File: src/rtl/obuf_pkg.sv
// Shared definitions for the output-buffer drain path: default geometry and drain FSM states.
package obuf_pkg;

  localparam int unsigned DEF_DATA_WIDTH = 8;
  localparam int unsigned RES_W          = 2 * DEF_DATA_WIDTH;
  localparam int unsigned DEF_LANES      = 2;
  localparam int unsigned DEF_FRAME_LEN  = 9;
  localparam int unsigned DEF_CNT_WIDTH  = 4;

  typedef enum logic [1:0] {
    IDLE,
    DRAIN,
    TAIL
  } drain_state_t;

endpackage

File: src/rtl/obuf_drain_outreg.sv
// Single-entry valid/ready output register carrying a packed beat with keep and last.
module obuf_drain_outreg #(
  parameter int unsigned DW = 32,
  parameter int unsigned KW = 2
) (
  input  logic          clk,
  input  logic          rst_n,
  input  logic          in_valid,
  input  logic [DW-1:0] in_data,
  input  logic [KW-1:0] in_keep,
  input  logic          in_last,
  output logic          in_ready,
  output logic          out_valid,
  output logic [DW-1:0] out_data,
  output logic [KW-1:0] out_keep,
  output logic          out_last,
  input  logic          out_ready
);

  logic          valid_q, valid_d;
  logic [DW-1:0] data_q, data_d;
  logic [KW-1:0] keep_q, keep_d;
  logic          last_q, last_d;

  always_comb begin
    in_ready = ~valid_q | out_ready;
    valid_d  = valid_q;
    data_d   = data_q;
    keep_d   = keep_q;
    last_d   = last_q;
    if (in_ready) begin
      valid_d = in_valid;
      if (in_valid) begin
        data_d = in_data;
        keep_d = in_keep;
        last_d = in_last;
      end
    end
  end

  always_ff @(posedge clk or negedge rst_n) begin
    if (!rst_n) begin
      valid_q <= 1'b0;
      data_q  <= '0;
      keep_q  <= '0;
      last_q  <= 1'b0;
    end else begin
      valid_q <= valid_d;
      data_q  <= data_d;
      keep_q  <= keep_d;
      last_q  <= last_d;
    end
  end

  assign out_valid = valid_q;
  assign out_data  = data_q;
  assign out_keep  = keep_q;
  assign out_last  = last_q;

endmodule

File: src/rtl/obuf_drain.sv
// Drains the output-buffer FIFO and packs results into framed valid/ready beats.
// Optional build macro OBUF_DRAIN_RELU_EN clamps negative results to zero at lane capture.
module obuf_drain
  import obuf_pkg::*;
#(
  parameter int unsigned DATA_WIDTH = DEF_DATA_WIDTH,
  parameter int unsigned LANES      = DEF_LANES,
  parameter int unsigned FRAME_LEN  = DEF_FRAME_LEN,
  parameter int unsigned CNT_WIDTH  = DEF_CNT_WIDTH
) (
  input  logic                          clk,
  input  logic                          rst_n,
  input  logic                          en,
  input  logic                          fifo_empty,
  output logic                          fifo_rd_en,
  input  logic [2*DATA_WIDTH-1:0]       fifo_rdata,
  output logic                          m_valid,
  input  logic                          m_ready,
  output logic [LANES*2*DATA_WIDTH-1:0] m_data,
  output logic [LANES-1:0]              m_keep,
  output logic                          m_last,
  output logic [15:0]                   frame_cnt,
  output logic                          busy
);

  localparam int unsigned ResW = 2 * DATA_WIDTH;
  localparam int unsigned LcW  = $clog2(LANES + 1);
  localparam int unsigned FrW  = LcW + 1;
  localparam logic [CNT_WIDTH-1:0] FrameLenC = CNT_WIDTH'(FRAME_LEN);
  localparam logic [LcW-1:0]       LanesC    = LcW'(LANES);

  drain_state_t                     state_q, state_d;
  logic [LcW-1:0]                   lane_cnt_q, lane_cnt_d;
  logic [CNT_WIDTH-1:0]             issued_q, issued_d;
  logic                             rd_pend_q, rd_pend_d;
  logic [LANES-1:0][ResW-1:0]       pack_q, pack_d;
  logic [15:0]                      frame_cnt_q, frame_cnt_d;

  logic                   frame_issued, pack_ready, load_ready, flush, last_flush, pop;
  logic [FrW-1:0]         free;
  logic [ResW-1:0]        cap_data;
  logic [LcW-1:0]         base;
  logic [LANES*ResW-1:0]  flush_data;
  logic [LANES-1:0]       flush_keep;

  always_comb begin
    frame_issued = (issued_q == FrameLenC);
    pack_ready   = (lane_cnt_q == LanesC) ||
                   (frame_issued && !rd_pend_q && (lane_cnt_q != '0));
    flush        = pack_ready && load_ready;
    // Once the frame is fully issued and nothing is in flight, any flush carries its final result.
    last_flush   = flush && frame_issued && !rd_pend_q;
    free         = FrW'(LANES) - FrW'(lane_cnt_q) - FrW'(rd_pend_q) +
                   (flush ? FrW'(lane_cnt_q) : '0);
    pop          = en && !fifo_empty && (state_q == DRAIN) && !frame_issued && (free != '0);
  end

`ifdef OBUF_DRAIN_RELU_EN
  assign cap_data = fifo_rdata[ResW-1] ? '0 : fifo_rdata;
`else
  assign cap_data = fifo_rdata;
`endif

  always_comb begin
    flush_data = '0;
    flush_keep = '0;
    for (int i = 0; i < LANES; i++) begin
      flush_keep[i] = (LcW'(i) < lane_cnt_q);
      if (flush_keep[i]) flush_data[i*ResW +: ResW] = pack_q[i];
    end
  end

  always_comb begin
    pack_d     = pack_q;
    lane_cnt_d = lane_cnt_q;
    base       = lane_cnt_q;
    if (flush) begin
      pack_d     = '0;
      lane_cnt_d = '0;
      base       = '0;
    end
    if (rd_pend_q) begin
      for (int i = 0; i < LANES; i++) begin
        if (LcW'(i) == base) pack_d[i] = cap_data;
      end
      lane_cnt_d = base + LcW'(1);
    end

    rd_pend_d   = pop;
    issued_d    = issued_q + CNT_WIDTH'(pop);
    if (last_flush) issued_d = '0;
    frame_cnt_d = frame_cnt_q + 16'(m_valid & m_ready & m_last);

    state_d = state_q;
    unique case (state_q)
      IDLE:    if (en) state_d = DRAIN;
      DRAIN: begin
        if (frame_issued)           state_d = TAIL;
        else if (!en && !rd_pend_q) state_d = IDLE;
      end
      TAIL:    if (last_flush) state_d = en ? DRAIN : IDLE;
      default: state_d = IDLE;
    endcase
  end

  always_ff @(posedge clk or negedge rst_n) begin
    if (!rst_n) begin
      state_q     <= IDLE;
      lane_cnt_q  <= '0;
      issued_q    <= '0;
      rd_pend_q   <= 1'b0;
      pack_q      <= '0;
      frame_cnt_q <= '0;
    end else begin
      state_q     <= state_d;
      lane_cnt_q  <= lane_cnt_d;
      issued_q    <= issued_d;
      rd_pend_q   <= rd_pend_d;
      pack_q      <= pack_d;
      frame_cnt_q <= frame_cnt_d;
    end
  end

  obuf_drain_outreg #(
    .DW(LANES * ResW),
    .KW(LANES)
  ) u_outreg (
    .clk      (clk),
    .rst_n    (rst_n),
    .in_valid (flush),
    .in_data  (flush_data),
    .in_keep  (flush_keep),
    .in_last  (last_flush),
    .in_ready (load_ready),
    .out_valid(m_valid),
    .out_data (m_data),
    .out_keep (m_keep),
    .out_last (m_last),
    .out_ready(m_ready)
  );

  assign fifo_rd_en = pop;
  assign frame_cnt  = frame_cnt_q;
  assign busy       = rd_pend_q | (lane_cnt_q != '0) | m_valid;

endmodule
File: config.mk
export PLATFORM = sky130hd
export DESIGN_NAME = obuf_drain
export DESIGN_NICKNAME = d
export VERILOG_FILES = /design/src/rtl/obuf_pkg.sv /design/src/rtl/obuf_drain_outreg.sv /design/src/rtl/obuf_drain.sv
export SDC_FILE = /design/constraint.sdc
export NUM_CORES = 1
export LEC_CHECK = 0
export CAP_MARGIN = 40
export CELL_PAD_IN_SITES_DETAIL_PLACEMENT = 0
export CELL_PAD_IN_SITES_GLOBAL_PLACEMENT = 1
export CORE_AREA = 2 2 112 114
export DETAILED_ROUTE_END_ITERATION = 10
export DIE_AREA = 0 0 114 116
export PLACE_DENSITY_LB_ADDON = 0.1
export SLEW_MARGIN = 40
export SYNTH_ARGS = -nofsm -noshare
export SYNTH_HDL_FRONTEND = slang
export SYNTH_SLANG_ARGS = --single-unit
File: constraint.sdc
create_clock -name clk -period 9.5 [get_ports clk]
set_clock_uncertainty 0.05 [all_clocks]
set_input_delay 0.95 -clock clk [delete_from_list [all_inputs] [get_ports clk]]
set_output_delay 0.95 -clock clk [all_outputs]
set_load 0.01 [all_outputs]
After elaboration in Yosys (flattened, before gate mapping)
Cells that the tools add are included.

$add $sub $neg: 6. Multipliers: 0. Divide/modulo/power cells: 0. Magnitude comparators: 2. Eq/ne operators: 8. Shift operators: 0. Muxes and demuxes: 16. Bitwise operators: 6. Reductions and logical operators: 21.

Operators by type and width (count): 16-bit two-way mux (4); 32-bit two-way mux (2); 16-bit by 1-bit adder with 16-bit output (1); 2-bit two-way mux (7); 1-bit logical AND (10); 2-bit one-hot mux with 3 select lines (1); 4-bit by 1-bit adder with 4-bit output (1); 2-bit == test, second input constant (2); 4-bit == test, second input constant (1); 1-bit zero test (4); 2-bit zero test (2); 1-bit by 2-bit < comparator with 1-bit output, first input constant (2); 4-bit two-way mux (1); 3-bit by 2-bit adder with 3-bit output (1); 3-bit by 2-bit inequality test with 1-bit output, second input constant (1); 1-bit bitwise OR (3); 3-bit AND reduction (1); 3-bit nonzero test (1); 2-bit by 2-bit subtractor with 3-bit output, first input constant (1); 3-bit by 1-bit subtractor with 3-bit output (1); 2-bit by 1-bit adder with 2-bit output, second input constant (1); 1-bit AND (2); 1-bit by 2-bit == test with 1-bit output, first input constant (1); 2-bit by 1-bit == test with 1-bit output, second input constant (1); 7 further kinds (7).

Bits in registers: 93. Bits in latches: 0. RAM bits: 0. ROM bits: 0. Bits of input ports: 21. Output and inout bits: 54. Word-level logic and storage cells: 70. Memories kept: 0.

Logic depth before layout (Yosys ltp)
Depth after elaboration: 11. Gate-level depth with buffers: 15. Depth with buffers taken out: 13.

Hierarchy
Synthesis repeated with hierarchy kept, for this count alone.

Cell total of the unflattened synthesis: 369. Area total of the unflattened synthesis: 4275.4 um^2.

By module, submodules not included: obuf_drain (instances 1, cells an instance 292, area an instance 2802.7 um^2, seq. area each 1426.4 um^2); obuf_drain_outreg (instances 1, cells an instance 77, area an instance 1472.7 um^2, seq. area each 900.9 um^2).

Worst setup path after synthesis
OpenSTA, ideal clock, no wires.

Path kind: input to output. Start: input port m_ready. End: output port fifo_rd_en. Data arrival time: 3.183 ns. Required time: 8.500 ns. Setup slack: 5.317 ns. Stages on the path: 9. Buffers on the path: 2. Cell sequence: nor2b_1 > or3_1 > buf_2 > o21ai_1 > clkbuf_1 > nor2_1 > ha_1 > nor2_1 > a2111oi_0.

Longest elaborated chain between the ends: 6.

RTL lines: start: declaration (RTL line obuf_drain.sv:18) `input logic m_ready,`; 1-bit bitwise OR (RTL line obuf_drain_outreg.sv:26) `in_ready = ~valid_q | out_ready;`; 1-bit logical AND (RTL line obuf_drain.sv:50) `flush = pack_ready && load_ready;`; 2-bit two-way mux (RTL line obuf_drain.sv:54) `(flush ? FrW'(lane_cnt_q) : '0);`; 3-bit by 2-bit adder with 3-bit output (RTL line obuf_drain.sv:53) `free = FrW'(LANES) - FrW'(lane_cnt_q) - FrW'(rd_pend_q) +`; 3-bit nonzero test (RTL line obuf_drain.sv:55) `pop = en && !fifo_empty && (state_q == DRAIN) && !frame_issued && (free != '0);`; 1-bit logical AND (RTL line obuf_drain.sv:55); end: declaration (RTL line obuf_drain.sv:15) `output logic fifo_rd_en,`.

No other way between the ends.

Final worst setup path
Same ends and word-level chain as after synthesis.

==> metrics <==
status=completed; PostCTS Resize Cnt=0; Max Freq=0.191 GHz; synth cell count leaders=dfrtp_1, nand2_1, o21ai_0; Overall Power=813 uW; Layout Nets=469; Largest stage delay, worst path=660 ps; CTS Sinks=93; TritonCTS clock tree=built; largest family of logic cells by synthesized area=simple AND/OR/NAND/NOR gates; crit-path max FO=20; Critical Path RT=8500 ps; Area Overhead vs Synth=29.4%; Worst slew margin=48.7%; top-count cell post-synth=dfrtp_1; PD cells=158 nW/um^2; antenna violations before repair=0; row cnt=40; Die Span X=114 um; simple-gate share of the synthesized area=14.9%; Distinct cells, synth=36; Post-synth EDFFs=0; Post-CTS Setup Inserts=0; GR Util All Layers=16.0%; Final GP Congestion=0.783; Die Height=116 um; sequential share of the synthesized area=58.4%; Flop pwr share=49.0%; CTS buffer count=9; wire per inst=16.6 um; total length of routed wires=9810 um; post-route DRC violation count=0; hold_buf cts=0; ys async rst share=100%; power share of the combinational group=2.8%; Pre-antenna DRT Iters=4; drt via density=4.90; clk root buf=clkbuf_16; number of port buffers=74; number of max-cap violations=0; largest area contributor in the netlist=dfrtp_1; Least-Margin Pin Slew=769 ps; Syn. warnings=0; max-slew violations=0; Critical Path Start Type=input port; largest cells by area after synthesis=dfrtp_1, nand2_1, o21ai_0; Syn Nets=404; WP data arrival=4220 ps; Vias=2,893; Starting Density=33.5%; CTS Buffer Depth=2; Post-Syn Instances=374; Synth Area in Compound Gates=11.0%; multiplexer area fraction after synthesis=5.93%; die area=13,200 sq um; placeable core area=11,900 sq um; HP Start=frame_cnt[15]$_DFF_PN0_; FF+latch count, synth=93; post-synthesis adder-cell area fraction=3.01%; R2R Setup Slk=5760 ps; final worst path period need=5220 ps; R2R cell count=10; Leakage Power=0.00223 uW; hold path endpoint=frame_cnt[15]$_DFF_PN0_; reg2reg start=lane_cnt_q[1]$_DFF_PN0_; net switching power=174 uW; Setup crit end kind=output port; first-pass GRT wire length=16,200 um; Clock Pin Slew Worst Setup and Hold Paths=70 ps; worst skew pair latency=350 ps; largest net degree at the start of global routing=63; crit path cell chain=clkdlybuf4s50_1 -> nand2b_1 -> nand2_1 -> nor2_1 -> nand2_1 -> fa_1 -> inv_1 -> ha_1 -> nor2_1 -> a2111oi_1 -> clkdlybuf4s50_1; Final Hold Viols=0; vias in the first global route=3,023; H-tree levels=3; Starting DRT DRC Count=134; CP max-delay cell=a2111oi_1; top cell type's share of synthesized area=58.4%; Finish-stage setup viols=0; diodes inserted=0; Net Sw Frac=21.4%; IO Pins=75; Setup CP Type=in2out; post-synthesis area per instance=10.7 sq um; Internal Power=639 uW; Fillers=1,194; hpwl dp=6420 um; top_reg_cell synth=dfrtp_1; RSZ-0062 raised after global routing=no; VDD IR max=0.106 mV; post-detailed-route count of antenna-violating nets=0; post-synthesis xor/xnor area fraction=3.52%; final worst path period share=55.0%; accumulated negative setup slack=0 ps; hold path cells=1; share of cells above drive strength 1=9.01%; Overflow after GRT=0; clock share of power=48.2%; class of the worst hold path=reg2reg; Mapped Area=3990 sq um; r2r endpoint=issued_q[1]$_DFF_PN0_
## registers in the layout, indices dropped and copies added (netlist names)
register	cells
u_outreg.out_data	32
lane_cnt_q	2
issued_q	4
state_q	2
u_outreg.out_keep	2
u_outreg.out_valid	1
pack_q	32
u_outreg.out_last	1
frame_cnt	16
rd_pend_q	1
## through the flow
stage | hold slack (ps) | instance area (sq um) | util (%) | std cells | setup slack, ps
6_report | 413 | 5160 | 43.3 | 591 | 4280
3_5_place_dp | 410 | 4830 | 40.5 | 575 | 4310
2_1_floorplan | 430 | 3990 | - | 374 | 5320
4_1_cts | 421 | 5150 | 43.3 | 591 | 4260
3_3_place_gp | 408 | 4820 | 40.5 | 575 | 4150
5_1_grt | 438 | 5160 | 43.3 | 591 | 4040
## worst max-delay path, delay by kind of cell
kind | cells | cell delay (ps)
simple gates | 5 | 890
fa+ha+maj | 2 | 510
buf+inv | 3 | 1220
compound gates | 1 | 660
## power groups by stage
stage	registers, uW	logic (uW)	clock network (uW)
2_1_floorplan	407	0.921	0
3_3_place_gp	406	23.5	0
3_5_place_dp	406	23.8	0
4_1_cts	398	23.9	403
5_1_grt	398	25.6	420
6_report	398	22.9	392
## layout make-up
type                       count  area, sq um  share of cell area (%)
clock buffer                   9          225                    4.37
clock inverter                 7          100                    1.94
inverter                       5         18.8                   0.364
multi-input combinational    253         1540                    29.8
sequential                    93         2330                    45.1
tap                          147          184                    3.57
timing repair buffer          77          764                    14.8
## how the worst max path moves through the flow
stage	slack [ps]	start	cells past startpoint	to
2_1_floorplan	5320	m_ready	9	fifo_rd_en
3_3_place_gp	4150	m_ready	11	fifo_rd_en
3_5_place_dp	4310	m_ready	11	fifo_rd_en
4_1_cts	4260	m_ready	11	fifo_rd_en
5_1_grt	4040	m_ready	11	fifo_rd_en
6_report	4280	m_ready	11	fifo_rd_en
## cells by family (layout without fill, tap and decap cells)
family / count (synthesis) / count (layout)
flops: 93 / 93
compound gates: 76 / 76
buf+inv: 28 / 98
fa+ha+maj: 9 / 9
mux: 17 / 17
simple gates: 135 / 135
xor+xnor: 16 / 16
## placed cells by master (no fill, tap or decap), types with 2 or more instances in the layout
| master | count |
|---|---|
| a21o_1 | 2 |
| and2_1 | 2 |
| and3_1 | 5 |
| buf_4 | 3 |
| bufinv_16 | 2 |
| clkbuf_16 | 9 |
| clkdlybuf4s50_1 | 73 |
| clkinv_4 | 2 |
| clkinvlp_4 | 3 |
| dfrtp_1 | 93 |
| ha_1 | 8 |
| inv_1 | 5 |
| mux2_2 | 5 |
| mux2_4 | 12 |
| nand2_1 | 91 |
| nand2b_1 | 5 |
| nand3_1 | 7 |
| nand4_1 | 2 |
| nor2_1 | 11 |
| nor2b_1 | 3 |
| nor3_1 | 3 |
| o211ai_1 | 16 |
| o21ai_0 | 50 |
| o21ai_1 | 2 |
| xnor2_1 | 9 |
| xor2_1 | 7 |
## metal layers
layer | wire [um] | track usage [%] | vias to the layer above
li1 | - | - | 1401
met1 | 4850 | 21.6 | 1420
met2 | 4410 | 25.1 | 60
met3 | 363 | 3.14 | 12
met4 | 187 | 7.07 | 0
met5 | 0 | 0 | -
Power figures use the tool's default switching activity.
